==> src/rtl/progmem_loader_pkg.sv <==
// Shared constants for the program-memory loader: FSM state encoding and byte geometry.
// Optional checksum stage is selected with PROGMEM_LOADER_CHK_EN.
package progmem_loader_pkg;

    localparam int unsigned BYTE_W  = 8;
    localparam int unsigned STATE_W = 3;

    typedef logic [STATE_W-1:0] state_t;

    localparam state_t ST_IDLE   = 3'd0;
    localparam state_t ST_LEN_HI = 3'd1;
    localparam state_t ST_LEN_LO = 3'd2;
    localparam state_t ST_DATA   = 3'd3;
    localparam state_t ST_WRITE  = 3'd4;
    localparam state_t ST_CHK    = 3'd5;
    localparam state_t ST_FIN    = 3'd6;
    localparam state_t ST_ERR    = 3'd7;

    // Number of stream bytes that make up one instruction word.
    function automatic int unsigned bytes_per_instr(input int unsigned instr_w);
        return instr_w / BYTE_W;
    endfunction

endpackage

==> src/rtl/progmem_loader_shifter.sv <==
// Byte-to-word assembly register: shifts bytes in MSB-first and flags the byte
// that completes an instruction word.
module progmem_shifter
    import progmem_loader_pkg::*;
#(
    parameter int unsigned INSTR_W = 16
) (
    input  logic               clk,
    input  logic               reset,
    input  logic               clear,
    input  logic               load,
    input  logic [BYTE_W-1:0]  in_byte,
    output logic [INSTR_W-1:0] word_c,
    output logic               word_full_c
);

    localparam int unsigned BPI   = bytes_per_instr(INSTR_W);
    localparam int unsigned CNT_W = (BPI > 1) ? $clog2(BPI) : 1;

    logic [INSTR_W-1:0] word_q, word_d;
    logic [CNT_W-1:0]   cnt_q,  cnt_d;

    // word_c already contains the byte being loaded this cycle.
    always_comb begin
        word_c      = INSTR_W'({word_q, in_byte});
        word_full_c = load && (cnt_q == CNT_W'(BPI - 1));
        word_d      = word_q;
        cnt_d       = cnt_q;
        if (clear) begin
            word_d = '0;
            cnt_d  = '0;
        end else if (load) begin
            word_d = word_c;
            cnt_d  = word_full_c ? '0 : cnt_q + CNT_W'(1);
        end
    end

    always_ff @(posedge clk or posedge reset) begin
        if (reset) begin
            word_q <= '0;
            cnt_q  <= '0;
        end else begin
            word_q <= word_d;
            cnt_q  <= cnt_d;
        end
    end

endmodule

==> src/rtl/progmem_loader.sv <==
// Program-memory loader: length-prefixed big-endian byte stream -> instruction memory writes,
// holding the CPU in reset while loading. Define PROGMEM_LOADER_CHK_EN for a trailing XOR checksum byte.
module progmem_loader
    import progmem_loader_pkg::*;
#(
    parameter int unsigned ADDR_W    = 10,
    parameter int unsigned INSTR_W   = 16,
    parameter int unsigned BASE_ADDR = 0
) (
    input  logic               clk,
    input  logic               reset,
    input  logic               start,
    input  logic               abort,
    input  logic               in_valid,
    input  logic [7:0]         in_data,
    output logic               in_ready,
    output logic               mem_we,
    output logic [ADDR_W-1:0]  mem_addr,
    output logic [INSTR_W-1:0] mem_wd,
    output logic               cpu_hold,
    output logic               busy,
    output logic               done,
    output logic               err
);

    localparam int unsigned LEN_W = ADDR_W + 1;
    localparam int unsigned MAX_N = (2 ** ADDR_W) - BASE_ADDR;

    state_t             state_q, state_d;
    logic [7:0]         len_hi_q, len_hi_d;
    logic [LEN_W-1:0]   n_q, n_d;
    logic [LEN_W-1:0]   idx_q, idx_d;
    logic               in_ready_q, in_ready_d;
    logic               mem_we_q, mem_we_d;
    logic [ADDR_W-1:0]  mem_addr_q, mem_addr_d;
    logic [INSTR_W-1:0] mem_wd_q, mem_wd_d;
    logic               cpu_hold_q, cpu_hold_d;
    logic               busy_q, busy_d;
    logic               done_q, done_d;
    logic               err_q, err_d;
`ifdef PROGMEM_LOADER_CHK_EN
    logic [7:0]         chk_q, chk_d;
`endif

    logic               xfer;
    logic [LEN_W-1:0]   hdr_n;
    logic               len_ok;
    logic [INSTR_W-1:0] word_c;
    logic               word_full_c;

    // Abort wins over a same-cycle byte: the byte is left unconsumed.
    assign xfer   = in_valid && in_ready_q && !abort;
    assign hdr_n  = LEN_W'({len_hi_q, in_data});
    assign len_ok = (hdr_n != '0) && (32'(hdr_n) <= MAX_N);

    progmem_shifter #(
        .INSTR_W (INSTR_W)
    ) u_shifter (
        .clk         (clk),
        .reset       (reset),
        .clear       (state_q == ST_IDLE),
        .load        (xfer && (state_q == ST_DATA)),
        .in_byte     (in_data),
        .word_c      (word_c),
        .word_full_c (word_full_c)
    );

    // State and registered datapath/outputs.
    always_ff @(posedge clk or posedge reset) begin
        if (reset) begin
            state_q    <= ST_IDLE;
            len_hi_q   <= '0;
            n_q        <= '0;
            idx_q      <= '0;
            in_ready_q <= 1'b0;
            mem_we_q   <= 1'b0;
            mem_addr_q <= '0;
            mem_wd_q   <= '0;
            cpu_hold_q <= 1'b0;
            busy_q     <= 1'b0;
            done_q     <= 1'b0;
            err_q      <= 1'b0;
`ifdef PROGMEM_LOADER_CHK_EN
            chk_q      <= '0;
`endif
        end else begin
            state_q    <= state_d;
            len_hi_q   <= len_hi_d;
            n_q        <= n_d;
            idx_q      <= idx_d;
            in_ready_q <= in_ready_d;
            mem_we_q   <= mem_we_d;
            mem_addr_q <= mem_addr_d;
            mem_wd_q   <= mem_wd_d;
            cpu_hold_q <= cpu_hold_d;
            busy_q     <= busy_d;
            done_q     <= done_d;
            err_q      <= err_d;
`ifdef PROGMEM_LOADER_CHK_EN
            chk_q      <= chk_d;
`endif
        end
    end

    // Next-state logic.
    always_comb begin
        state_d = state_q;
        case (state_q)
            ST_IDLE:   if (start) state_d = ST_LEN_HI;
            ST_LEN_HI: if (xfer) state_d = ST_LEN_LO;
            ST_LEN_LO: if (xfer) state_d = len_ok ? ST_DATA : ST_ERR;
            ST_DATA:   if (xfer && word_full_c) state_d = ST_WRITE;
            ST_WRITE: begin
                if ((idx_q + LEN_W'(1)) == n_q) begin
`ifdef PROGMEM_LOADER_CHK_EN
                    state_d = ST_CHK;
`else
                    state_d = ST_FIN;
`endif
                end else begin
                    state_d = ST_DATA;
                end
            end
`ifdef PROGMEM_LOADER_CHK_EN
            ST_CHK:    if (xfer) state_d = (in_data == chk_q) ? ST_FIN : ST_ERR;
`endif
            ST_FIN:    state_d = ST_IDLE;
            ST_ERR:    state_d = ST_IDLE;
            default:   state_d = ST_IDLE;
        endcase
        if (abort && (state_q != ST_IDLE) && (state_q != ST_ERR)) begin
            state_d = ST_ERR;
        end
    end

    // Output and datapath next values.
    always_comb begin
        len_hi_d   = len_hi_q;
        n_d        = n_q;
        idx_d      = idx_q;
        mem_we_d   = 1'b0;
        mem_addr_d = mem_addr_q;
        mem_wd_d   = mem_wd_q;
        cpu_hold_d = cpu_hold_q;
        busy_d     = busy_q;
        done_d     = done_q;
        err_d      = err_q;
        in_ready_d = (state_d == ST_LEN_HI) || (state_d == ST_LEN_LO) || (state_d == ST_DATA);
`ifdef PROGMEM_LOADER_CHK_EN
        chk_d      = chk_q;
        if (state_d == ST_CHK) in_ready_d = 1'b1;
        if ((state_q == ST_IDLE) && start) chk_d = '0;
        if ((state_q == ST_DATA) && xfer) chk_d = chk_q ^ in_data;
`endif

        if ((state_q == ST_IDLE) && start) begin
            done_d     = 1'b0;
            err_d      = 1'b0;
            busy_d     = 1'b1;
            cpu_hold_d = 1'b1;
            idx_d      = '0;
        end
        if ((state_q == ST_LEN_HI) && xfer) len_hi_d = in_data;
        if ((state_q == ST_LEN_LO) && xfer) n_d = hdr_n;

        // Write strobe is registered, so it is raised on the edge that accepts the last byte.
        if ((state_q == ST_DATA) && (state_d == ST_WRITE)) begin
            mem_we_d   = 1'b1;
            mem_addr_d = ADDR_W'(BASE_ADDR + 32'(idx_q));
            mem_wd_d   = word_c;
        end
        if (state_q == ST_WRITE) idx_d = idx_q + LEN_W'(1);

        if ((state_q == ST_FIN) && (state_d == ST_IDLE)) begin
            done_d     = 1'b1;
            busy_d     = 1'b0;
            cpu_hold_d = 1'b0;
        end
        if (state_q == ST_ERR) begin
            err_d      = 1'b1;
            busy_d     = 1'b0;
            cpu_hold_d = 1'b0;
        end
    end

    assign in_ready = in_ready_q;
    assign mem_we   = mem_we_q;
    assign mem_addr = mem_addr_q;
    assign mem_wd   = mem_wd_q;
    assign cpu_hold = cpu_hold_q;
    assign busy     = busy_q;
    assign done     = done_q;
    assign err      = err_q;

endmodule

==> config.mk <==
export PLATFORM = sky130hd
export DESIGN_NAME = progmem_loader
export DESIGN_NICKNAME = d
export VERILOG_FILES = /design/src/rtl/progmem_loader_pkg.sv /design/src/rtl/progmem_loader_shifter.sv /design/src/rtl/progmem_loader.sv
export SDC_FILE = /design/constraint.sdc
export NUM_CORES = 1
export LEC_CHECK = 0
export ABC_AREA = 1
export CORE_UTILIZATION = 35
export CTS_CLUSTER_DIAMETER = 150
export DETAILED_ROUTE_END_ITERATION = 10
export PLACE_DENSITY_LB_ADDON = 0.15
export SETUP_SLACK_MARGIN = 0.15
export SLEW_MARGIN = 20
export SYNTH_ARGS = -nofsm -noshare
export SYNTH_HDL_FRONTEND = slang
export SYNTH_SLANG_ARGS = --single-unit
==> constraint.sdc <==
create_clock -name clk -period 3.97 [get_ports clk]
set_clock_uncertainty 0.2 [all_clocks]
set_input_delay 0.794 -clock clk [delete_from_list [all_inputs] [get_ports clk]]
set_output_delay 0.794 -clock clk [all_outputs]
set_load 0.05 [all_outputs]
==> results of run 1 <==
-- cells by family after synthesis --
family | share of synthesized area [%]
buffers and inverters | 8.49
AND/OR/NAND/NOR | 26.0
flip-flops | 53.5
adder cells (fa/ha/maj) | 0.393
XOR/XNOR | 0.275
AO/OA/AOI/OAI | 11.4
-- registers in the layout, indices dropped and copies added (netlist names), 3 cells and up --
signal and count:
idx_q 11, len_hi_q 3, u_shifter.word_q 8, n_q 11
state_q 3, mem_addr 10, mem_wd 16
-- cell usage in the layout, fill, tap and decap left out --
| cell | instances |
|---|---|
| nand2_1 | 104 |
| dfrtp_1 | 68 |
| inv_1 | 56 |
| o21ai_0 | 46 |
| clkdlybuf4s50_1 | 44 |
| nand3_1 | 35 |
| nor2_1 | 18 |
| o22ai_1 | 13 |
| clkbuf_8 | 11 |
| nor2_2 | 6 |
| a21oi_1 | 4 |
| nand4_1 | 4 |
| inv_2 | 3 |
| nor3_1 | 3 |
| nand3b_1 | 3 |
| or2_2 | 3 |
| o21ai_1 | 3 |
| nor4_1 | 3 |
| nand2_2 | 2 |
| clkbuf_1 | 2 |
| bufinv_16 | 2 |
| buf_4 | 2 |
| nor3_2 | 1 |
| nor2_4 | 1 |
| nand3_2 | 1 |
| xnor2_1 | 1 |
| o21ai_2 | 1 |
| nand4_2 | 1 |
| o21a_1 | 1 |
| clkinv_1 | 1 |
| ha_1 | 1 |
| clkinv_4 | 1 |
-- power groups by stage --
| stage | sequential [mW] | combinational, mW | clock, mW |
|---|---|---|---|
| 2_1_floorplan | 1.39 | 0.612 | 0 |
| 4_1_cts | 1.11 | 1.26 | 0.671 |
| 3_5_place_dp | 1.12 | 1.26 | 0 |
| 5_1_grt | 1.15 | 1.39 | 0.704 |
| 3_3_place_gp | 1.12 | 1.25 | 0 |
| 6_report | 1.11 | 1.26 | 0.660 |
-- path summary, 6_finish.rpt --
check | slack [ns] | end | cells after the start | start
max in group asynchronous | 2.18 | in_ready | 3 | reset
max reg2reg | 1.67 | busy | 12 | idx_q[0]
min | 0.28 | err | 2 | err
max | 1.24 | in_ready | 10 | in_valid
min reg2reg | 0.28 | err | 2 | err
min in group asynchronous | 0.82 | mem_addr[3] | 3 | reset
-- metal layers --
metal  part of all wire, %  wire, um
met1                    47      3600
met3                   3.9       300
met2                    47      3560
met5                     0         0
met4                   1.9       145
-- worst max-delay path, stage by stage --
cell             delay (ns)
clkdlybuf4s50_1        0.45
nand2_1                0.05
nor2_1                 0.18
nand2_1                0.28
nor2_2                 0.24
nor2_1                 0.08
nor4_1                 0.37
inv_1                  0.13
nor2_1                 0.12
nor2_1                 0.05
-- cell type report --
type,count,area (um^2),area share (%)
multi-input combinational,255,1210,30.6
inverter,60,225,5.69
sequential,68,1700,43.0
tap,108,135,3.42
timing repair buffer,46,455,11.5
clock inverter,3,68.8,1.74
clock buffer,13,159,4.02
-- Yosys cell counts, drive strengths merged --
| library cell | count |
|---|---|
| ha | 1 |
| o22ai | 13 |
| or2 | 3 |
| o21a | 1 |
| a21oi | 4 |
| clkinv | 1 |
| buf | 2 |
| nor4 | 3 |
| dfrtp | 68 |
| o21ai | 50 |
| xnor2 | 1 |
| nor3 | 4 |
| nand2 | 106 |
| nor2 | 25 |
| inv | 59 |
| nand3b | 3 |
| nand3 | 36 |
| clkbuf | 7 |
| nand4 | 5 |
==> impl_metrics.env, run 1 <==
export IMPL_worstMarginPinSlew_ns=0.862
export IMPL_p_sw_mw=1.27
export IMPL_clk_pin_slew_worst_paths_ns=0.07
export IMPL_core_um2=8760
export IMPL_fin_hold_ws_ns=0.285
export IMPL_fin_crit_ns=2.73
export IMPL_port_buffers=44
export IMPL_synth_seq_cells=68
export IMPL_fill_cells=874
export IMPL_combPwrFrac_pct=41.6
export IMPL_die_area_um2=9480
export IMPL_yosysWarningCount=0
export IMPL_syn_inst=392
export IMPL_drt_wl_total_mm=7.61
export IMPL_clockRootBuffer="clkbuf_8"
export IMPL_row_count=34
export IMPL_grtUsageMet3_pct=3.02
export IMPL_ctsLongestPathBuffers=2
export IMPL_dpl_cell_count=537
export IMPL_cts_resized_gates=0
export IMPL_grt_usage_pct=17.2
export IMPL_start_util_pct=36.3
export IMPL_rsz0062_at_grt="false"
export IMPL_fin_area_um2=3960
export IMPL_cap_violations=0
export IMPL_drtIter0Drc=150
export IMPL_cts_tree="done"
export IMPL_die_height_um=97.4
export IMPL_arrival_ns=2.77
export IMPL_drc_errors=0
export IMPL_grt_pass1_wl_mm=12.8
export IMPL_setup_violations=0
export IMPL_finalMaxSlewViolations=0
export IMPL_timing_final_crit_share_pct=68.8
export IMPL_powerDensity_nw_per_um2=765
export IMPL_final_nets=454
export IMPL_crit_type="in -> reg"
export IMPL_syn2layout_area_growth_pct=24.3
export IMPL_grt_pass1_vias=2650
export IMPL_vias=2680
export IMPL_hold_buffers=0
export IMPL_cts_setup_buffers=0
export IMPL_pwr_share_seq_pct=36.7
export IMPL_top_usage_layer="met2"
export IMPL_max_clock_freq_ghz=0.366
export IMPL_grt_overflow=0
export IMPL_max_slew_margin_pct=42.5
export IMPL_dp_worst_setup_slack_ns=0.924
export IMPL_ys_seq_area_share_pct=53.5
export IMPL_synth_nets=406
export IMPL_synth_cell_types=29
export IMPL_diodes=0
export IMPL_synth_top_area_cell="dfrtp_1"
export IMPL_swShare_pct=42.0
export IMPL_cts_num_sinks=68
export IMPL_hpwl_mm=5.39
export IMPL_utilization_pct=45.1
export IMPL_drt_pass1_iter_count=4
export IMPL_cts_max_level=3
export IMPL_grt_max_degree=69
export IMPL_grt_use_met2_pct=27.2
export IMPL_final_hold_viol_count=0
export IMPL_avgRoutedWirePerCell_um=13.8
export IMPL_synth_area_leaders="dfrtp_1 53%, nand2_1 12%, o21ai_0 7.2%"
export IMPL_worstSkewPairLatency_ns=0.34
export IMPL_layout_cells_non_filler=553
export IMPL_vdd_drop_max_mv=0.300
export IMPL_gp_congestion=0.872
export IMPL_boundaryPins=45
export IMPL_drive_above_1_share_pct=7.87
export IMPL_numCtsBuffers=9
export IMPL_power_leakage_nw=1.84
export IMPL_cp_required_ns=4.01
export IMPL_p_int_mw=1.75
export IMPL_worstSetupEndpointType="register"
export IMPL_status="completed"
export IMPL_power_mw=3.03
export IMPL_antenna_found_initial=0
export IMPL_place_area_um2=3730
export IMPL_die_w_um=97.4
export IMPL_syn_cell_area_um2=3180
export IMPL_clock_power_share_pct=21.8
export IMPL_routed_via_density=4.85
export IMPL_syn_avg_cell_area_um2=8.12
export IMPL_cp_start_kind="input port"
export IMPL_setup_ws_ns=1.24
export IMPL_tns_ns=0
export IMPL_hold_path_class="reg -> reg"
export IMPL_path_max_fanout=11
export IMPL_grt_use_met1_pct=23.1
export IMPL_synth_top_area_share_pct=53.5
export IMPL_ant_nets=0
No activity file was read; power rests on OpenSTA's default activity.
==> run 2: changes to the inputs <==
clock period = 2.4 ns   (was 3.97 ns; I/O delays follow)
==> impl_metrics.env, run 2 (same netlist as run 1, synthesis figures left out) <==
export IMPL_cts_num_sinks=68
export IMPL_drc_errors=0
export IMPL_cts_max_level=3
export IMPL_rsz0062_at_grt="true"
export IMPL_antenna_found_initial=0
export IMPL_hold_path_class="reg -> reg"
export IMPL_syn2layout_area_growth_pct=32.2
export IMPL_drive_above_1_share_pct=14.5
export IMPL_diodes=0
export IMPL_slowest_stage="clkdlybuf4s50_1"
export IMPL_final_hold_viol_count=0
export IMPL_cp_buffers_inverters=1
export IMPL_core_um2=8760
export IMPL_clk_pin_slew_worst_paths_ns=0.08
export IMPL_grt_pass1_wl_mm=13.2
export IMPL_grt_max_degree=48
export IMPL_numCtsBuffers=9
export IMPL_drtIter0Drc=186
export IMPL_clockRootBuffer="clkbuf_8"
export IMPL_grt_pass1_vias=2810
export IMPL_port_buffers=44
export IMPL_powerDensity_nw_per_um2=1230
export IMPL_critical_path_top_delay_family="buffers and inverters"
export IMPL_cp_start_kind="register"
export IMPL_crit_chain="clkdlybuf4s50_1"
export IMPL_max_slew_margin_pct=64.3
export IMPL_wl_met1_mm=3.80
export IMPL_drt_wl_total_mm=8.06
export IMPL_layout_common_cells="99 x nand2_1, 66 x dfrtp_1, 53 x inv_1"
export IMPL_setup_ws_ns=0.205
export IMPL_die_w_um=97.4
export IMPL_fin_crit_ns=2.20
export IMPL_wl_met2_mm=3.91
export IMPL_ant_nets=0
export IMPL_tns_ns=0
export IMPL_cap_violations=0
export IMPL_status="completed"
export IMPL_arrival_ns=1.52
export IMPL_power_mw=5.16
export IMPL_max_clock_freq_ghz=0.456
export IMPL_avgRoutedWirePerCell_um=14.2
export IMPL_boundaryPins=45
export IMPL_ctsLongestPathBuffers=2
export IMPL_hold_buffers=0
export IMPL_dp_worst_setup_slack_ns=0.0621
export IMPL_cp_required_ns=1.72
export IMPL_vias=2756
export IMPL_critical_path_max_stage_delay_ns=0.81
export IMPL_start_util_pct=36.3
export IMPL_gp_congestion=0.912
export IMPL_largest_register_ffs=16
export IMPL_routed_wl_met3_um=296
export IMPL_utilization_pct=48.0
export IMPL_cts_tree="done"
export IMPL_drt_pass1_iter_count=4
export IMPL_routed_via_density=4.84
export IMPL_grt_usage_pct=17.5
export IMPL_highest_layer="met4"
export IMPL_setup_violations=0
export IMPL_row_count=34
export IMPL_hpwl_mm=5.68
export IMPL_power_leakage_nw=2.00
export IMPL_grt_overflow=0
export IMPL_die_height_um=97.4
export IMPL_die_area_um2=9480
export IMPL_worstSetupEndpointType="output pin"
export IMPL_mostFrequentLayoutCell="nand2_1"
export IMPL_timing_final_crit_share_pct=91.5
export IMPL_path_max_fanout=2
export IMPL_final_nets=470
export IMPL_crit_type="reg -> out"
export IMPL_fill_cells=849
export IMPL_vdd_drop_max_mv=0.513
export IMPL_worstMarginPinSlew_ns=0.534
export IMPL_worstSkewPairLatency_ns=0.34
export IMPL_finalMaxSlewViolations=0
[run 2: cell types whose count changed in the layout (fill, tap and decap cells not counted), moves of 4 or more]
cell	previous run	this run
buf_4	2	14
nand2_2	2	6
clkdlybuf4s50_1	44	40
nand2_1	104	99
dlymetal6s2s_1	0	4
[run 2: worst paths after layout]
path / start / to / slack [ns] / depth (start not counted)
max reg2reg: idx_q[1] / busy / 0.24 / 12
min in group asynchronous: reset / mem_addr[0] / 0.30 / 2
min: err / err / 0.28 / 2
max: mem_wd[6] / mem_wd[6] / 0.20 / 1
min reg2reg: err / err / 0.28 / 2
max in group asynchronous: reset / idx_q[0] / 1.21 / 3
[run 2: routing by layer]
layer,up-vias,GRT usage (%)
li1,1390,-
met1,1303,22.9
met2,57,27.9
met3,6,4.89
met4,0,5.77
met5,-,0
[run 2: what timing repair did]
action | CTS | global route
pin swaps | 0 | 13
setup buffers | 0 | 7
endpoints found under the setup margin | 2 | 9
gates resized for setup | 1 | 28
[run 2: power breakdown]
part	total, mW	internal (mW)	switching (mW)
logic	2.24	0.789	1.46
registers	1.85	1.56	0.293
clock network	1.07	0.614	0.454
total	5.16	2.96	2.20
[run 2: area by class of cell]
cell class              count  area [um^2]  area share (%)
multi-input cells         255         1290            30.6
well taps                 108          135            3.21
flip-flops and latches     68         1700            40.5
clock buffers              10          138            3.27
clock inverters             6         86.3            2.05
repair buffers             62          627            14.9
inverters                  60          229            5.44
[run 2: per-stage QoR]
step	std cells	hold slack, ns	instance area [um^2]
floorplan	392	0.266	3190
global placement	546	0.263	3840
detailed placement	546	0.266	3840
CTS	562	0.286	4060
global route	569	0.304	4210
finish	569	0.280	4210
